## src/rtl/uart_tx_pkg.sv

```systemverilog
// ---------------------------------------------------------------------------
// uart_tx_pkg
// Shared definitions for the UART transmit path:
//   UART_BYTE_W      - width of one UART character (8)
//   XOR_MAX_BYTES    - widest word xor_reduce_bytes can fold
//   sender_state_t   - state encoding of the word sender FSM
//   xor_reduce_bytes - 8-bit XOR of all bytes of a (zero-extended) word
// ---------------------------------------------------------------------------
package uart_tx_pkg;

  localparam int UART_BYTE_W   = 8;
  localparam int XOR_MAX_BYTES = 32;
  localparam int XOR_MAX_W     = UART_BYTE_W * XOR_MAX_BYTES;

  typedef enum logic [2:0] {
    IDLE  = 3'd0,
    LOAD  = 3'd1,
    SEND  = 3'd2,
    GUARD = 3'd3,
    WAIT  = 3'd4
  } sender_state_t;

  // Zero bytes above the real payload do not change the XOR, so callers
  // simply zero-extend their word to XOR_MAX_W.
  function automatic logic [UART_BYTE_W-1:0] xor_reduce_bytes(
    input logic [XOR_MAX_W-1:0] data
  );
    logic [UART_BYTE_W-1:0] acc;
    acc = 8'h00;
    for (int i = 0; i < XOR_MAX_BYTES; i++) begin
      acc = acc ^ data[i*UART_BYTE_W +: UART_BYTE_W];
    end
    return acc;
  endfunction

endpackage

```

## src/rtl/uart_word_sender_if.sv

```systemverilog
// ---------------------------------------------------------------------------
// uart_word_sender_if
// Bundles the datapath request side and the UART transmitter handshake of
// the word sender.
//   trigger  - request to send raw_data (datapath -> sender)
//   raw_data - word to send, 8*DATA_BYTES bits (datapath -> sender)
//   tx_busy  - UART transmitter busy (transmitter -> sender)
//   tx_start - one-cycle start pulse (sender -> transmitter)
//   tx_data  - byte to transmit (sender -> transmitter)
//   busy     - sender not idle (sender -> datapath)
//   done     - frame complete pulse (sender -> datapath)
// Modports: master = the sender itself, slave = its environment.
// ---------------------------------------------------------------------------
interface uart_word_sender_if #(
  parameter int DATA_BYTES = 2
);
  import uart_tx_pkg::*;

  logic                              trigger;
  logic [UART_BYTE_W*DATA_BYTES-1:0] raw_data;
  logic                              tx_busy;
  logic                              tx_start;
  logic [UART_BYTE_W-1:0]            tx_data;
  logic                              busy;
  logic                              done;

  modport master (
    input  trigger, raw_data, tx_busy,
    output tx_start, tx_data, busy, done
  );

  modport slave (
    output trigger, raw_data, tx_busy,
    input  tx_start, tx_data, busy, done
  );

endinterface

```

## src/rtl/uart_word_sender.sv

```systemverilog
// ---------------------------------------------------------------------------
// uart_word_sender
// Captures a DATA_BYTES-wide word on trigger and streams it to a UART
// transmitter as a frame: [header] payload bytes [XOR checksum].
// Parameters:
//   DATA_BYTES  - payload bytes (>= 1, <= 32)
//   MSB_FIRST   - 0: least-significant payload byte first, 1: most first
//   HEADER_EN   - 1: prepend HEADER_BYTE
//   HEADER_BYTE - header value
//   CHECKSUM_EN - 1: append XOR of the payload bytes
// Ports:
//   clk   - clock
//   reset - synchronous, active-high reset
//   bus   - uart_word_sender_if.master (trigger/raw_data/tx_busy in,
//           tx_start/tx_data/busy/done out)
// tx_start, tx_data and done are registered; busy is decoded from state.
// ---------------------------------------------------------------------------
module uart_word_sender
  import uart_tx_pkg::*;
#(
  parameter int                     DATA_BYTES  = 2,
  parameter int                     MSB_FIRST   = 0,
  parameter int                     HEADER_EN   = 0,
  parameter logic [UART_BYTE_W-1:0] HEADER_BYTE = 8'hAA,
  parameter int                     CHECKSUM_EN = 0
) (
  input  logic               clk,
  input  logic               reset,
  uart_word_sender_if.master bus
);

  localparam int HDR_N     = (HEADER_EN != 0) ? 1 : 0;
  localparam int CSUM_N    = (CHECKSUM_EN != 0) ? 1 : 0;
  localparam int FRAME_LEN = HDR_N + DATA_BYTES + CSUM_N;
  localparam int IDX_W     = $clog2(FRAME_LEN + 1);
  localparam int WORD_W    = UART_BYTE_W * DATA_BYTES;

  localparam logic [IDX_W-1:0] LAST_IDX = IDX_W'(FRAME_LEN - 1);

  localparam logic [2:0] S_IDLE  = IDLE;
  localparam logic [2:0] S_LOAD  = LOAD;
  localparam logic [2:0] S_SEND  = SEND;
  localparam logic [2:0] S_GUARD = GUARD;
  localparam logic [2:0] S_WAIT  = WAIT;

  logic [2:0]             state_r;
  logic [IDX_W-1:0]       idx_r;
  logic [WORD_W-1:0]      word_r;
  logic [UART_BYTE_W-1:0] csum_r;
  logic                   tx_start_r;
  logic [UART_BYTE_W-1:0] tx_data_r;
  logic                   done_r;

  logic [UART_BYTE_W-1:0] frame_s [FRAME_LEN];
  logic [UART_BYTE_W-1:0] byte_sel_s;

  // Lay out the whole frame from the captured word: every slot starts as
  // the checksum (only the last slot keeps it when enabled), slot 0 takes
  // the header when enabled, then the payload bytes overwrite their slots.
  always_comb begin
    for (int p = 0; p < FRAME_LEN; p++) begin
      frame_s[p] = ((p == 0) && (HDR_N != 0)) ? HEADER_BYTE : csum_r;
    end
    for (int k = 0; k < DATA_BYTES; k++) begin
      frame_s[HDR_N + k] =
        word_r[UART_BYTE_W*((MSB_FIRST != 0) ? (DATA_BYTES - 1 - k) : k) +: UART_BYTE_W];
    end
  end

  // Pick the frame byte addressed by the running index.
  always_comb begin
    byte_sel_s = 8'h00;
    for (int p = 0; p < FRAME_LEN; p++) begin
      byte_sel_s = (idx_r == IDX_W'(p)) ? frame_s[p] : byte_sel_s;
    end
  end

  // Frame sequencer and registered transmitter-side outputs.
  always_ff @(posedge clk) begin
    if (reset) begin
      state_r    <= S_IDLE;
      idx_r      <= {IDX_W{1'b0}};
      word_r     <= {WORD_W{1'b0}};
      csum_r     <= 8'h00;
      tx_start_r <= 1'b0;
      tx_data_r  <= 8'h00;
      done_r     <= 1'b0;
    end else begin
      tx_start_r <= 1'b0;
      done_r     <= 1'b0;
      case (state_r)
        S_IDLE: begin
          // The done cycle still belongs to the finished frame, so a
          // trigger coinciding with done is dropped.
          if (bus.trigger && !done_r) begin
            state_r <= S_LOAD;
          end
        end
        S_LOAD: begin
          word_r  <= bus.raw_data;
          csum_r  <= xor_reduce_bytes(XOR_MAX_W'(bus.raw_data));
          idx_r   <= {IDX_W{1'b0}};
          state_r <= S_SEND;
        end
        S_SEND: begin
          if (!bus.tx_busy) begin
            tx_start_r <= 1'b1;
            tx_data_r  <= byte_sel_s;
            state_r    <= S_GUARD;
          end
        end
        S_GUARD: begin
          // The transmitter raises tx_busy one cycle after tx_start; skip
          // that cycle so WAIT never mistakes it for completion.
          state_r <= S_WAIT;
        end
        S_WAIT: begin
          if (!bus.tx_busy) begin
            if (idx_r == LAST_IDX) begin
              done_r  <= 1'b1;
              state_r <= S_IDLE;
            end else begin
              idx_r   <= idx_r + IDX_W'(1'b1);
              state_r <= S_SEND;
            end
          end
        end
        default: begin
          state_r <= S_IDLE;
        end
      endcase
    end
  end

  assign bus.tx_start = tx_start_r;
  assign bus.tx_data  = tx_data_r;
  assign bus.done     = done_r;
  assign bus.busy     = (state_r != S_IDLE);

endmodule
```

## src/flat_wrapper.sv

```systemverilog
// flat-port wrapper written by rule: the top's interface ports become plain ports
module uart_word_sender_flat import uart_tx_pkg::*;
#(
  parameter int                     DATA_BYTES  = 2,
  parameter int                     MSB_FIRST   = 0,
  parameter int                     HEADER_EN   = 0,
  parameter logic [UART_BYTE_W-1:0] HEADER_BYTE = 8'hAA,
  parameter int                     CHECKSUM_EN = 0
)
  (clk, reset, bus_trigger, bus_raw_data, bus_tx_busy, bus_tx_start, bus_tx_data, bus_busy, bus_done);
  uart_word_sender_if #(.DATA_BYTES(DATA_BYTES)) bus_i ();
  input  logic clk;
  input  logic reset;
  input wire logic [$bits(bus_i.trigger)-1:0] bus_trigger;
  input wire logic [$bits(bus_i.raw_data)-1:0] bus_raw_data;
  input wire logic [$bits(bus_i.tx_busy)-1:0] bus_tx_busy;
  output wire logic [$bits(bus_i.tx_start)-1:0] bus_tx_start;
  output wire logic [$bits(bus_i.tx_data)-1:0] bus_tx_data;
  output wire logic [$bits(bus_i.busy)-1:0] bus_busy;
  output wire logic [$bits(bus_i.done)-1:0] bus_done;
  assign bus_i.trigger = bus_trigger;
  assign bus_i.raw_data = bus_raw_data;
  assign bus_i.tx_busy = bus_tx_busy;
  assign bus_tx_start = bus_i.tx_start;
  assign bus_tx_data = bus_i.tx_data;
  assign bus_busy = bus_i.busy;
  assign bus_done = bus_i.done;
  uart_word_sender #(.DATA_BYTES(DATA_BYTES), .MSB_FIRST(MSB_FIRST), .HEADER_EN(HEADER_EN), .HEADER_BYTE(HEADER_BYTE), .CHECKSUM_EN(CHECKSUM_EN)) u_core (.clk(clk), .reset(reset), .bus(bus_i));
endmodule
```

## config.mk

```make
export PLATFORM = sky130hd
export DESIGN_NAME = uart_word_sender_flat
export DESIGN_NICKNAME = d
export VERILOG_FILES = /design/src/rtl/uart_tx_pkg.sv /design/src/rtl/uart_word_sender_if.sv /design/src/rtl/uart_word_sender.sv /design/src/flat_wrapper.sv
export SDC_FILE = /design/constraint.sdc
export NUM_CORES = 1
export LEC_CHECK = 0
export CORE_MARGIN = 1.5
export CORE_UTILIZATION = 40
export CTS_BUF_LIST = sky130_fd_sc_hd__clkbuf_16
export CTS_CLUSTER_DIAMETER = 50
export DETAILED_ROUTE_END_ITERATION = 12
export GPL_TIMING_DRIVEN = 0
export PLACE_DENSITY = 0.74
export SETUP_SLACK_MARGIN = 0.3
export SLEW_MARGIN = 20
export SYNTH_ARGS = -nofsm -noshare
export SYNTH_HDL_FRONTEND = slang
export SYNTH_SLANG_ARGS = --single-unit
```

## constraint.sdc

```tcl
create_clock -name clk -period 1.9 [get_ports clk]
set_input_delay 0.38 -clock clk [delete_from_list [all_inputs] [get_ports clk]]
set_output_delay 0.38 -clock clk [all_outputs]
set_load 0.02 [all_outputs]
```

==> flow_summary.ini <==
[clock_tree]
numCtsBuffers = 5
cts_root_buffer = clkbuf_16
cts_tree = yes
h-tree-depth = 2
clock_latency_ns = 0.28
clockBufferDepth = 2
clkTransAtPathRegs_ns = 0.05
holdBufCountCts = 0
clock_sinks = 31

[critical_path]
critical_path.max_fanout = 6
cp-endpoint = bus_busy
criticalPathCategory = reg -> out
startpoint = u_core.state_r[0]
rrSetupSlack_ns = 0.37
crit_path_start_kind = flop
rr_startpoint = u_core.state_r[0]
r2r_cells = 5
cp.arrival_ns = 1.21
end_kind = output pin
r2r_end = u_core.idx_r[1]
required_ns = 1.52

[yosys]
yosysWarnings = 0
syn-num-nets = 175
yosysTopAreaCellShare_pct = 46.7
syn_inst = 153
syn-cell-area_um2 = 1330
synth.avg_cell_area_um2 = 8.68
yosysTopAreaCell = dfxtp_1
synth.area.top_cells = dfxtp_1 (47%), nand2_1 (11%), a21oi_1 (6.8%), a311oi_1 (4.6%), nand3b_1 (4.5%)
synth_cell_types = 29
ys_seq_area_share_pct = 46.7
yosys_register_bits = 31

[floorplanning]
initial_core_util_pct = 42.8
rows = 20
fp.coreArea_um2 = 3100
pin_count = 31
dieArea_um2 = 3680
die_h_um = 60.6
die_w_um = 60.6

[power]
power.leakage_nw = 0.779
powerDensity_nw_per_um2 = 939
p_int_mw = 1.34
vdd_drop_max_uv = 592
clkPwrFrac_pct = 42.0
power_mw = 1.80
switching_share_pct = 25.6
p_switching_mw = 0.459
p_seq_share_pct = 40.1
combPwrFrac_pct = 17.9

[placed_design]
placedInstanceArea_um2 = 1680
hpwl_mm = 2.25
portBuffers = 30
dp_slack_ns = -0.170
place_congestion = 0.777
dp_cells = 227

[cells_and_area]
diodes = 0
nets = 218
post-route-util_pct = 61.6
final_cell_count_no_fill = 241
area_growth_pct = 43.9
design_area_um2 = 1910
layout_common_cells = nand2_1 (40), dfxtp_1 (30), clkdlybuf4s50_1 (19), a21oi_1 (18)
layout_commonest_cell = nand2_1
drive_above_1_share_pct = 16.2

[sta]
finalCriticalPeriod_ns = 1.59
worstMarginPinSlew_ns = 0.493
hold_slack_ns = 0.455
period_share_pct = 83.7
max_freq_mhz = 629
fin_skew_ns = 0.00462
timing.setup.tns_ns = 0
setup_ws_ns = 0.310
drv_slew = 0
rsz0062_at_grt = true
relSlewSlack_pct = 67.1
finalSetupViolCount = 0
finalHoldViolCount = 0

[detailed_routing]
ant_nets = 0
via_per_inst = 5.00
wl_per_cell_um = 13.6
first_pass_iters = 4
vias = 1206
drc_errors = 0
wl_mm = 3.28
first_iter_violations = 64

[grt]
globalRoute.totalOverflow = 0
global_route.usage.met2_pct = 33.6
grt.busiest_layer = met2
use_met3_pct = 7.25
grt_start_max_net_pins = 11
grt_pass1_vias = 1104
grt_pass1_wl_mm = 5.04
antenna_found_initial = 0
grt.total_usage_pct = 19.1
grtUsageMet1_pct = 21.2

[worst_hold_path]
worstHoldPathCells = 2
min_path_type = reg -> reg

[job]
max_cap_violations = 0

[run_status]
status = completed
-- final cells by class --
cell class / instances / area, um2
Buffer: 13 / 92.6
Clock buffer: 5 / 125
Clock inverter: 3 / 15.0
Fill cell: 306 / 1190
Inverter: 4 / 15.0
Multi-Input combinational cell: 105 / 631
Sequential cell: 31 / 622
Tap cell: 44 / 55.1
Timing Repair Buffer: 36 / 357
-- worst min path at each step --
stage	slack [ns]	startpoint	endpoint
5_1_grt	0.47	u_core.word_r[2]	u_core.word_r[2]
4_1_cts	0.45	u_core.word_r[8]	u_core.word_r[8]
3_5_place_dp	0.45	u_core.word_r[8]	u_core.word_r[8]
6_report	0.46	u_core.word_r[8]	u_core.word_r[8]
2_1_floorplan	0.44	u_core.word_r[0]	u_core.word_r[0]
3_3_place_gp	0.44	u_core.word_r[1]	u_core.word_r[1]
-- Yosys cell counts, drive strengths merged --
cell     count
nand2       40
o32a         1
buf          9
o22ai        1
xnor2        1
nand2b       3
dfxtp       31
a311oi       8
nor4         2
nor4b        2
or3          1
or4b         1
nor3b        2
nor2         9
o2bb2ai      2
clkbuf       4
nor2b        2
inv          4
a21oi       18
nand3b       8
ha           2
or3b         2
-- kinds of logic (layout without fill, tap and decap cells) --
logic type	Yosys count	count (layout)	synth area share (%)
compound gates	30	30	15.1
simple gates	72	72	28.3
buf+inv	17	61	7.34
fa+ha+maj	2	2	1.88
xor+xnor	1	1	0.659
flops	31	31	46.7
-- critical path, cell delays in order (launching register included) --
cell,delay [ns]
dfxtp_1,0.30
buf_6,0.12
or3_4,0.37
buf_6,0.14
-- routing by layer --
layer	part of all wire (%)	wire, um
met4	1.5	48
met2	50	1650
met3	5.0	165
met1	43	1420
met5	0	0
-- registers in the layout, summed over array words and instances, names as in the netlist --
register and flops:
u_core.word_r 16, u_core.bus.tx_data 8, u_core.state_r 3, u_core.idx_r 2, u_core.bus.done 1, u_core.bus.tx_start 1
-- power by group through the flow --
stage                     sequential, mW  clock, mW  combinational (mW)
after global routing               0.726      0.794               0.348
after global placement             0.732          0               0.289
after CTS                          0.721      0.768               0.298
after detailed placement           0.734          0               0.299
after floorplan                    0.747          0               0.167
final                              0.721      0.754               0.322
-- what timing repair did --
item / in CTS / in global routing
endpoints found under the setup margin: 26 / 12
setup buffers: 2 / 4
pin swaps: 1 / 1
resized for setup: 11 / 19
No activity file was read; power rests on OpenSTA's default activity.
